[config.mk]
export PLATFORM = sky130hd
export DESIGN_NAME = instruction_fetch_unit_flat
export DESIGN_NICKNAME = d
export VERILOG_FILES = /design/src/rtl/mips_pkg.sv /design/src/rtl/instruction_fetch_unit_if.sv /design/src/rtl/if_id_register.sv /design/src/rtl/instruction_fetch_unit.sv /design/src/flat_wrapper.sv
export SDC_FILE = /design/constraint.sdc
export NUM_CORES = 1
export LEC_CHECK = 0
export BUFFER_PORTS_ARGS = -buffer_cell sky130_fd_sc_hd__clkbuf_2
export CORE_MARGIN = 1.5
export CORE_UTILIZATION = 49
export CTS_CLUSTER_DIAMETER = 120
export CTS_CLUSTER_SIZE = 14
export DETAILED_ROUTE_END_ITERATION = 10
export PLACE_DENSITY = 0.85
export SYNTH_ARGS = -nofsm -noshare
export SYNTH_HDL_FRONTEND = slang
export SYNTH_SLANG_ARGS = --single-unit
[constraint.sdc]
create_clock -name Clk -period 2.4 [get_ports Clk]
set_input_delay 0.12 -clock Clk [delete_from_list [all_inputs] [get_ports Clk]]
set_output_delay 0.12 -clock Clk [all_outputs]
set_load 0.02 [all_outputs]
[src/rtl/mips_pkg.sv]
// Shared fetch-side definitions: widths, reset PC, halt encoding and the
// fetch-state enum, so instruction memory, fetch and decode agree on them.
package mips_pkg;

  localparam int unsigned           ADDR_W    = 6;
  localparam int unsigned           DATA_W    = 32;
  localparam int unsigned           CNT_W     = 16;
  localparam logic [ADDR_W-1:0]     RESET_PC  = 6'h00;
  localparam logic [DATA_W-1:0]     HALT_WORD = 32'hFC00_0000;

  typedef enum logic [1:0] {
    FS_IDLE   = 2'd0,
    FS_RUN    = 2'd1,
    FS_HALTED = 2'd2
  } fetch_state_e;

endpackage

[src/rtl/instruction_fetch_unit_if.sv]
// Instruction-memory read port: fetch drives the word address, memory returns
// the instruction combinationally in the same cycle.
interface instruction_fetch_unit_if #(
  parameter int unsigned ADDR_W = mips_pkg::ADDR_W,
  parameter int unsigned DATA_W = mips_pkg::DATA_W
);

  logic [ADDR_W-1:0] ReadAddress;
  logic [DATA_W-1:0] Instruction;

  // Fetch unit side
  modport master (
    output ReadAddress,
    input  Instruction
  );

  // Instruction memory side
  modport slave (
    input  ReadAddress,
    output Instruction
  );

endinterface

[src/rtl/if_id_register.sv]
// IF/ID pipeline register holding {valid, instruction, pc}. Flush clears only
// the valid bit so the last instruction/pc stay visible; load captures a new
// fetch; neither holds everything (stall).
module if_id_register #(
  parameter int unsigned ADDR_W = mips_pkg::ADDR_W,
  parameter int unsigned DATA_W = mips_pkg::DATA_W
) (
  input  logic              i_clk,
  input  logic              i_rst_n,
  input  logic              i_flush,
  input  logic              i_load,
  input  logic [DATA_W-1:0] i_instr,
  input  logic [ADDR_W-1:0] i_pc,
  output logic              o_valid,
  output logic [DATA_W-1:0] o_instr,
  output logic [ADDR_W-1:0] o_pc
);

  logic              r_valid;
  logic [DATA_W-1:0] r_instr;
  logic [ADDR_W-1:0] r_pc;

  // Flush has priority over load; otherwise contents are held.
  always_ff @(posedge i_clk or negedge i_rst_n) begin
    if (!i_rst_n) begin
      r_valid <= 1'b0;
      r_instr <= '0;
      r_pc    <= '0;
    end else if (i_flush) begin
      r_valid <= 1'b0;
    end else if (i_load) begin
      r_valid <= 1'b1;
      r_instr <= i_instr;
      r_pc    <= i_pc;
    end
  end

  assign o_valid = r_valid;
  assign o_instr = r_instr;
  assign o_pc    = r_pc;

endmodule

[src/rtl/instruction_fetch_unit.sv]
// Instruction fetch unit: owns the PC, drives the instruction-memory address,
// captures the returned word into IF/ID and handles stall, redirect, halt
// detection and a saturating fetch counter.
module instruction_fetch_unit
  import mips_pkg::fetch_state_e, mips_pkg::FS_IDLE, mips_pkg::FS_RUN, mips_pkg::FS_HALTED;
#(
  parameter int unsigned       ADDR_W    = mips_pkg::ADDR_W,
  parameter int unsigned       DATA_W    = mips_pkg::DATA_W,
  parameter logic [ADDR_W-1:0] RESET_PC  = mips_pkg::RESET_PC,
  parameter logic [DATA_W-1:0] HALT_WORD = mips_pkg::HALT_WORD,
  parameter int unsigned       CNT_W     = mips_pkg::CNT_W
) (
  input  logic                     Clk,
  input  logic                     ResetN,
  input  logic                     Start,
  input  logic                     Stall,
  input  logic                     Redirect,
  input  logic [ADDR_W-1:0]        RedirectTarget,
  instruction_fetch_unit_if.master imem,
  output logic                     IfValid,
  output logic [DATA_W-1:0]        IfInstruction,
  output logic [ADDR_W-1:0]        IfPc,
  output logic                     Halted,
  output logic [CNT_W-1:0]         FetchCount
);

  fetch_state_e      r_state;
  fetch_state_e      w_state_next;
  logic [ADDR_W-1:0] r_pc;
  logic [ADDR_W-1:0] w_pc_next;
  logic [CNT_W-1:0]  r_cnt;
  logic              w_accept;
  logic              w_flush;
  logic              w_is_halt;

  assign w_is_halt = (imem.Instruction == HALT_WORD);

  // Fetch-state register.
  always_ff @(posedge Clk or negedge ResetN) begin
    if (!ResetN) r_state <= FS_IDLE;
    else         r_state <= w_state_next;
  end

  // Next state, next PC and IF/ID control; priority Redirect > Stall > halt > fetch.
  always_comb begin
    w_state_next = r_state;
    w_pc_next    = r_pc;
    w_accept     = 1'b0;
    w_flush      = 1'b1;
    unique case (r_state)
      FS_IDLE: begin
        if (Redirect) w_pc_next    = RedirectTarget;
        if (Start)    w_state_next = FS_RUN;
      end
      FS_RUN: begin
        if (Redirect) begin
          w_pc_next = RedirectTarget;
        end else if (Stall) begin
          w_flush = 1'b0;
        end else if (w_is_halt) begin
          w_state_next = FS_HALTED;
        end else begin
          w_accept  = 1'b1;
          w_flush   = 1'b0;
          w_pc_next = r_pc + ADDR_W'(1);
        end
      end
      FS_HALTED: begin
        if (Redirect) begin
          w_pc_next    = RedirectTarget;
          w_state_next = FS_RUN;
        end
      end
      default: w_state_next = FS_IDLE;
    endcase
  end

  // PC register; wraps modulo 2**ADDR_W.
  always_ff @(posedge Clk or negedge ResetN) begin
    if (!ResetN) r_pc <= RESET_PC;
    else         r_pc <= w_pc_next;
  end

  // Accepted-fetch counter, saturating at all-ones.
  always_ff @(posedge Clk or negedge ResetN) begin
    if (!ResetN)                      r_cnt <= '0;
    else if (w_accept && r_cnt != '1) r_cnt <= r_cnt + CNT_W'(1);
  end

  if_id_register #(
    .ADDR_W (ADDR_W),
    .DATA_W (DATA_W)
  ) u_if_id (
    .i_clk   (Clk),
    .i_rst_n (ResetN),
    .i_flush (w_flush),
    .i_load  (w_accept),
    .i_instr (imem.Instruction),
    .i_pc    (r_pc),
    .o_valid (IfValid),
    .o_instr (IfInstruction),
    .o_pc    (IfPc)
  );

  assign imem.ReadAddress = r_pc;
  assign Halted           = (r_state == FS_HALTED);
  assign FetchCount       = r_cnt;

endmodule

[src/flat_wrapper.sv]
// flat-port wrapper written by rule: the top's interface ports become plain ports
module instruction_fetch_unit_flat import mips_pkg::fetch_state_e, mips_pkg::FS_IDLE, mips_pkg::FS_RUN, mips_pkg::FS_HALTED;
#(
  parameter int unsigned       ADDR_W    = mips_pkg::ADDR_W,
  parameter int unsigned       DATA_W    = mips_pkg::DATA_W,
  parameter logic [ADDR_W-1:0] RESET_PC  = mips_pkg::RESET_PC,
  parameter logic [DATA_W-1:0] HALT_WORD = mips_pkg::HALT_WORD,
  parameter int unsigned       CNT_W     = mips_pkg::CNT_W
)
  (Clk, ResetN, Start, Stall, Redirect, RedirectTarget, IfValid, IfInstruction, IfPc, Halted, FetchCount, imem_ReadAddress, imem_Instruction);
  instruction_fetch_unit_if #(.ADDR_W(ADDR_W), .DATA_W(DATA_W)) imem_i ();
  input  logic Clk;
  input  logic ResetN;
  input  logic Start;
  input  logic Stall;
  input  logic Redirect;
  input  logic [ADDR_W-1:0] RedirectTarget;
  output logic IfValid;
  output logic [DATA_W-1:0] IfInstruction;
  output logic [ADDR_W-1:0] IfPc;
  output logic Halted;
  output logic [CNT_W-1:0] FetchCount;
  output wire logic [$bits(imem_i.ReadAddress)-1:0] imem_ReadAddress;
  input wire logic [$bits(imem_i.Instruction)-1:0] imem_Instruction;
  assign imem_ReadAddress = imem_i.ReadAddress;
  assign imem_i.Instruction = imem_Instruction;
  instruction_fetch_unit #(.ADDR_W(ADDR_W), .DATA_W(DATA_W), .RESET_PC(RESET_PC), .HALT_WORD(HALT_WORD), .CNT_W(CNT_W)) u_core (.Clk(Clk), .ResetN(ResetN), .Start(Start), .Stall(Stall), .Redirect(Redirect), .RedirectTarget(RedirectTarget), .imem(imem_i), .IfValid(IfValid), .IfInstruction(IfInstruction), .IfPc(IfPc), .Halted(Halted), .FetchCount(FetchCount));
endmodule
==> impl_metrics.py <==
metrics = {
    "synthesis": {
        "netlist_instances": 296,
        "ys_warn_count": 0,
        "synth_area_mm2": 0.00281,
        "synth_edf_count": 0,
        "yosys.area.top_type": "dfrtp_1",
        "async_reset_ff_share_pct": 100,
        "yosysSeqAreaShare_pct": 56.0,
        "syn_avg_cell_area_um2": 9.50,
        "synth.net_count": 341,
        "synth_flop_cell": "dfrtp_1",
        "yosysMostFrequentCell": "nand2_1",
        "yosys-top-cells-area": "dfrtp_1 (56%), nand2_1 (16%), xnor2_1 (1.9%)",
        "yosysTopAreaCellShare_pct": 56.0,
        "ys_types": 43,
        "synth_common_cells": "nand2_1 (118), dfrtp_1 (63), a21oi_1 (9)",
        "ys_ff_latch": 63,
    },
    "power_and_ir_drop": {
        "power_frac_seq_pct": 48.1,
        "p_sw_uw": 962,
        "swShare_pct": 33.8,
        "ir_worst_vdd_mv": 0.585,
        "powerDensity_mw_per_mm2": 751,
        "combPwrFrac_pct": 26.1,
        "power.leakage_uw": 0.00200,
        "clkPwrFrac_pct": 25.9,
        "p_int_uw": 1880,
    },
    "sta": {
        "finalSetupViolCount": 0,
        "hold_viol_final": 0,
        "fin_crit_ps": 2310,
        "fin_skew_ps": 6.35,
        "fin_setup_tns_ps": 0,
        "max-slew-margin-rel_pct": 44.3,
        "rsz0062_at_grt": "no",
        "fin_crit_sh_pct": 96.1,
        "worst_slew_pin_slew_ps": 835,
        "maxSlewViolCount": 0,
        "fmax_ghz": 0.434,
    },
    "critical_path": {
        "cp_top_family": "simple AND/OR/NAND/NOR gates",
        "critical_path_class": "in2reg",
        "cp.required_ps": 2610,
        "cp_max_fo": 9,
        "crit_path_start_kind": "primary input",
        "arrival_ps": 2520,
        "critPathSlowestCell": "or4_4",
        "slowest_delay_ps": 580,
        "crit_chain": "dlygate4sd3_1, clkbuf_2, or4_1, or4_4, o21ai_4, nor3_1, mux2_4",
        "end_kind": "flip-flop",
        "crit_buf_inv": 2,
    },
    "floorplan": {
        "die_h_um": 78.8,
        "ioPinCount": 105,
        "die_w_um": 78.8,
        "core_area_mm2": 0.00551,
        "start_util_pct": 51.1,
        "die_area_mm2": 0.00620,
        "rows": 27,
    },
    "layout": {
        "seq_area_mm2": 0.00158,
        "multiInputGateArea_mm2": 0.00118,
        "fillCellCount": 420,
        "nets": 471,
        "diodes": 0,
        "syn2layout_area_growth_pct": 34.7,
        "drive_above_1_share_pct": 32.5,
        "utilization_pct": 68.8,
    },
    "grt": {
        "antenna_found_initial": 0,
        "grt_pass1_wl_mm": 11.6,
        "grt.overflow.total": 0,
        "track_usage_pct": 24.3,
        "grt_pass1_vias": 2577,
        "grt_max_degree": 34,
    },
    "clock_network": {
        "cts_tree": "done",
        "htreeDepth": 3,
        "cts_root_buffer": "clkbuf_8",
        "cts_buffer_depth": 2,
        "post_cts_buffers": 0,
        "clkSinkCount": 63,
        "path_clk_slew_ps": 60,
        "clock_latency_ps": 330,
        "cts_made_buffers": 9,
    },
    "detailed_routing": {
        "drc": 0,
        "drtIter0Drc": 117,
        "avgViaCountPerCell": 5.33,
        "drtPass1Iterations": 4,
        "post_drt_wl_per_cell_um": 14.2,
        "drt-total-wl_mm": 7.10,
        "num_vias": 2663,
        "ant_nets": 0,
    },
    "run": {
        "cap_violations": 0,
    },
    "placement": {
        "gp_congestion": 0.903,
        "dp_hpwl_mm": 5.11,
        "numPortBuffers": 104,
    },
    "outcome": {
        "status": "completed",
    },
    "hold_path": {
        "holdCritPathClass": "in2reg",
    },
}
-- layer usage --
metal  part of all wire, %  GRT usage [%]
met4                   1.6           9.64
met1                    42           29.5
met2                    49           41.5
met3                   7.0           5.86
met5                     0              0
-- cell type report --
cell class / instances / share of cell area [%]
Sequential cell: 63 / 41.6
Multi-Input combinational cell: 218 / 31.3
Timing Repair Buffer: 130 / 20.3
Clock buffer: 11 / 3.73
Tap cell: 72 / 2.38
Inverter: 4 / 0.396
Clock inverter: 2 / 0.264
-- power groups by stage --
stage	clock network, uW	logic (uW)	registers (uW)
floorplan	0	238	1550
CTS	762	748	1360
global placement	0	704	1370
finish	736	742	1370
detailed placement	0	727	1380
global route	813	815	1390
-- through the flow --
step           worst slack, ps  cells  hold slack [ps]  cell area, um^2  total power, uW
6_report                  94.7    500             11.5             3790             2840
5_1_grt                   16.3    500             6.71             3790             3010
4_1_cts                   13.8    500            0.765             3780             2870
3_5_place_dp               112    472              253             3480             2100
3_3_place_gp               165    472              244             3480             2080
2_1_floorplan              392    296             -176             2810             1790
-- worst paths after layout --
kind	startpoint	to	slack (ps)	cells past startpoint
worst min register to register	u_core.u_if_id.o_instr[28]	u_core.u_if_id.o_instr[28]	480	2
min in group asynchronous	ResetN	u_core.u_if_id.o_instr[0]	420	2
worst max register to register	u_core.r_state[0]	u_core.FetchCount[10]	400	5
worst max-delay path	imem_Instruction[22]	u_core.FetchCount[12]	90	7
worst min-delay path	imem_Instruction[31]	u_core.u_if_id.o_instr[31]	10	3
max in group asynchronous	ResetN	u_core.FetchCount[15]	1330	3
-- state kept, by name (all words and copies together) (netlist names) --
name	cells
u_core.u_if_id.o_pc	6
u_core.u_if_id.o_valid	1
u_core.u_if_id.o_instr	32
u_core.imem.ReadAddress	6
u_core.FetchCount	16
u_core.r_state	2
-- logic make-up after synthesis --
kind of cell    Yosys count  share of synthesized area, %
compound gates           27                          6.81
xor+xnor                 12                          3.74
fa+ha+maj                 2                         0.890
buf+inv                  15                          2.49
flops                    63                          56.0
mux                       5                          2.27
simple gates            172                          27.8
-- layout by cell type, fill, tap and decap left out, types with 3 or more instances in the layout --
cell type,instances
clkbuf_2,104
a21oi_1,9
dfrtp_1,63
nand4_1,8
nor2_1,5
nand3_1,7
nor4_1,8
inv_1,4
dlygate4sd3_1,15
buf_4,9
nor3_1,6
clkbuf_8,10
xor2_1,6
and3_1,3
xnor2_1,6
nand2_1,118
-- repair_timing --
item,CTS,global route
hold buffers,15,0
endpoints found under the hold margin,46,0
endpoints found under the setup margin,0,32
gates resized for setup,0,1
-- tightest hold or removal path, stage by stage --
cell and delay [ps]:
clkbuf_2 90, nand2_1 50, nand2_1 50
No activity file was read; power rests on OpenSTA's default activity.
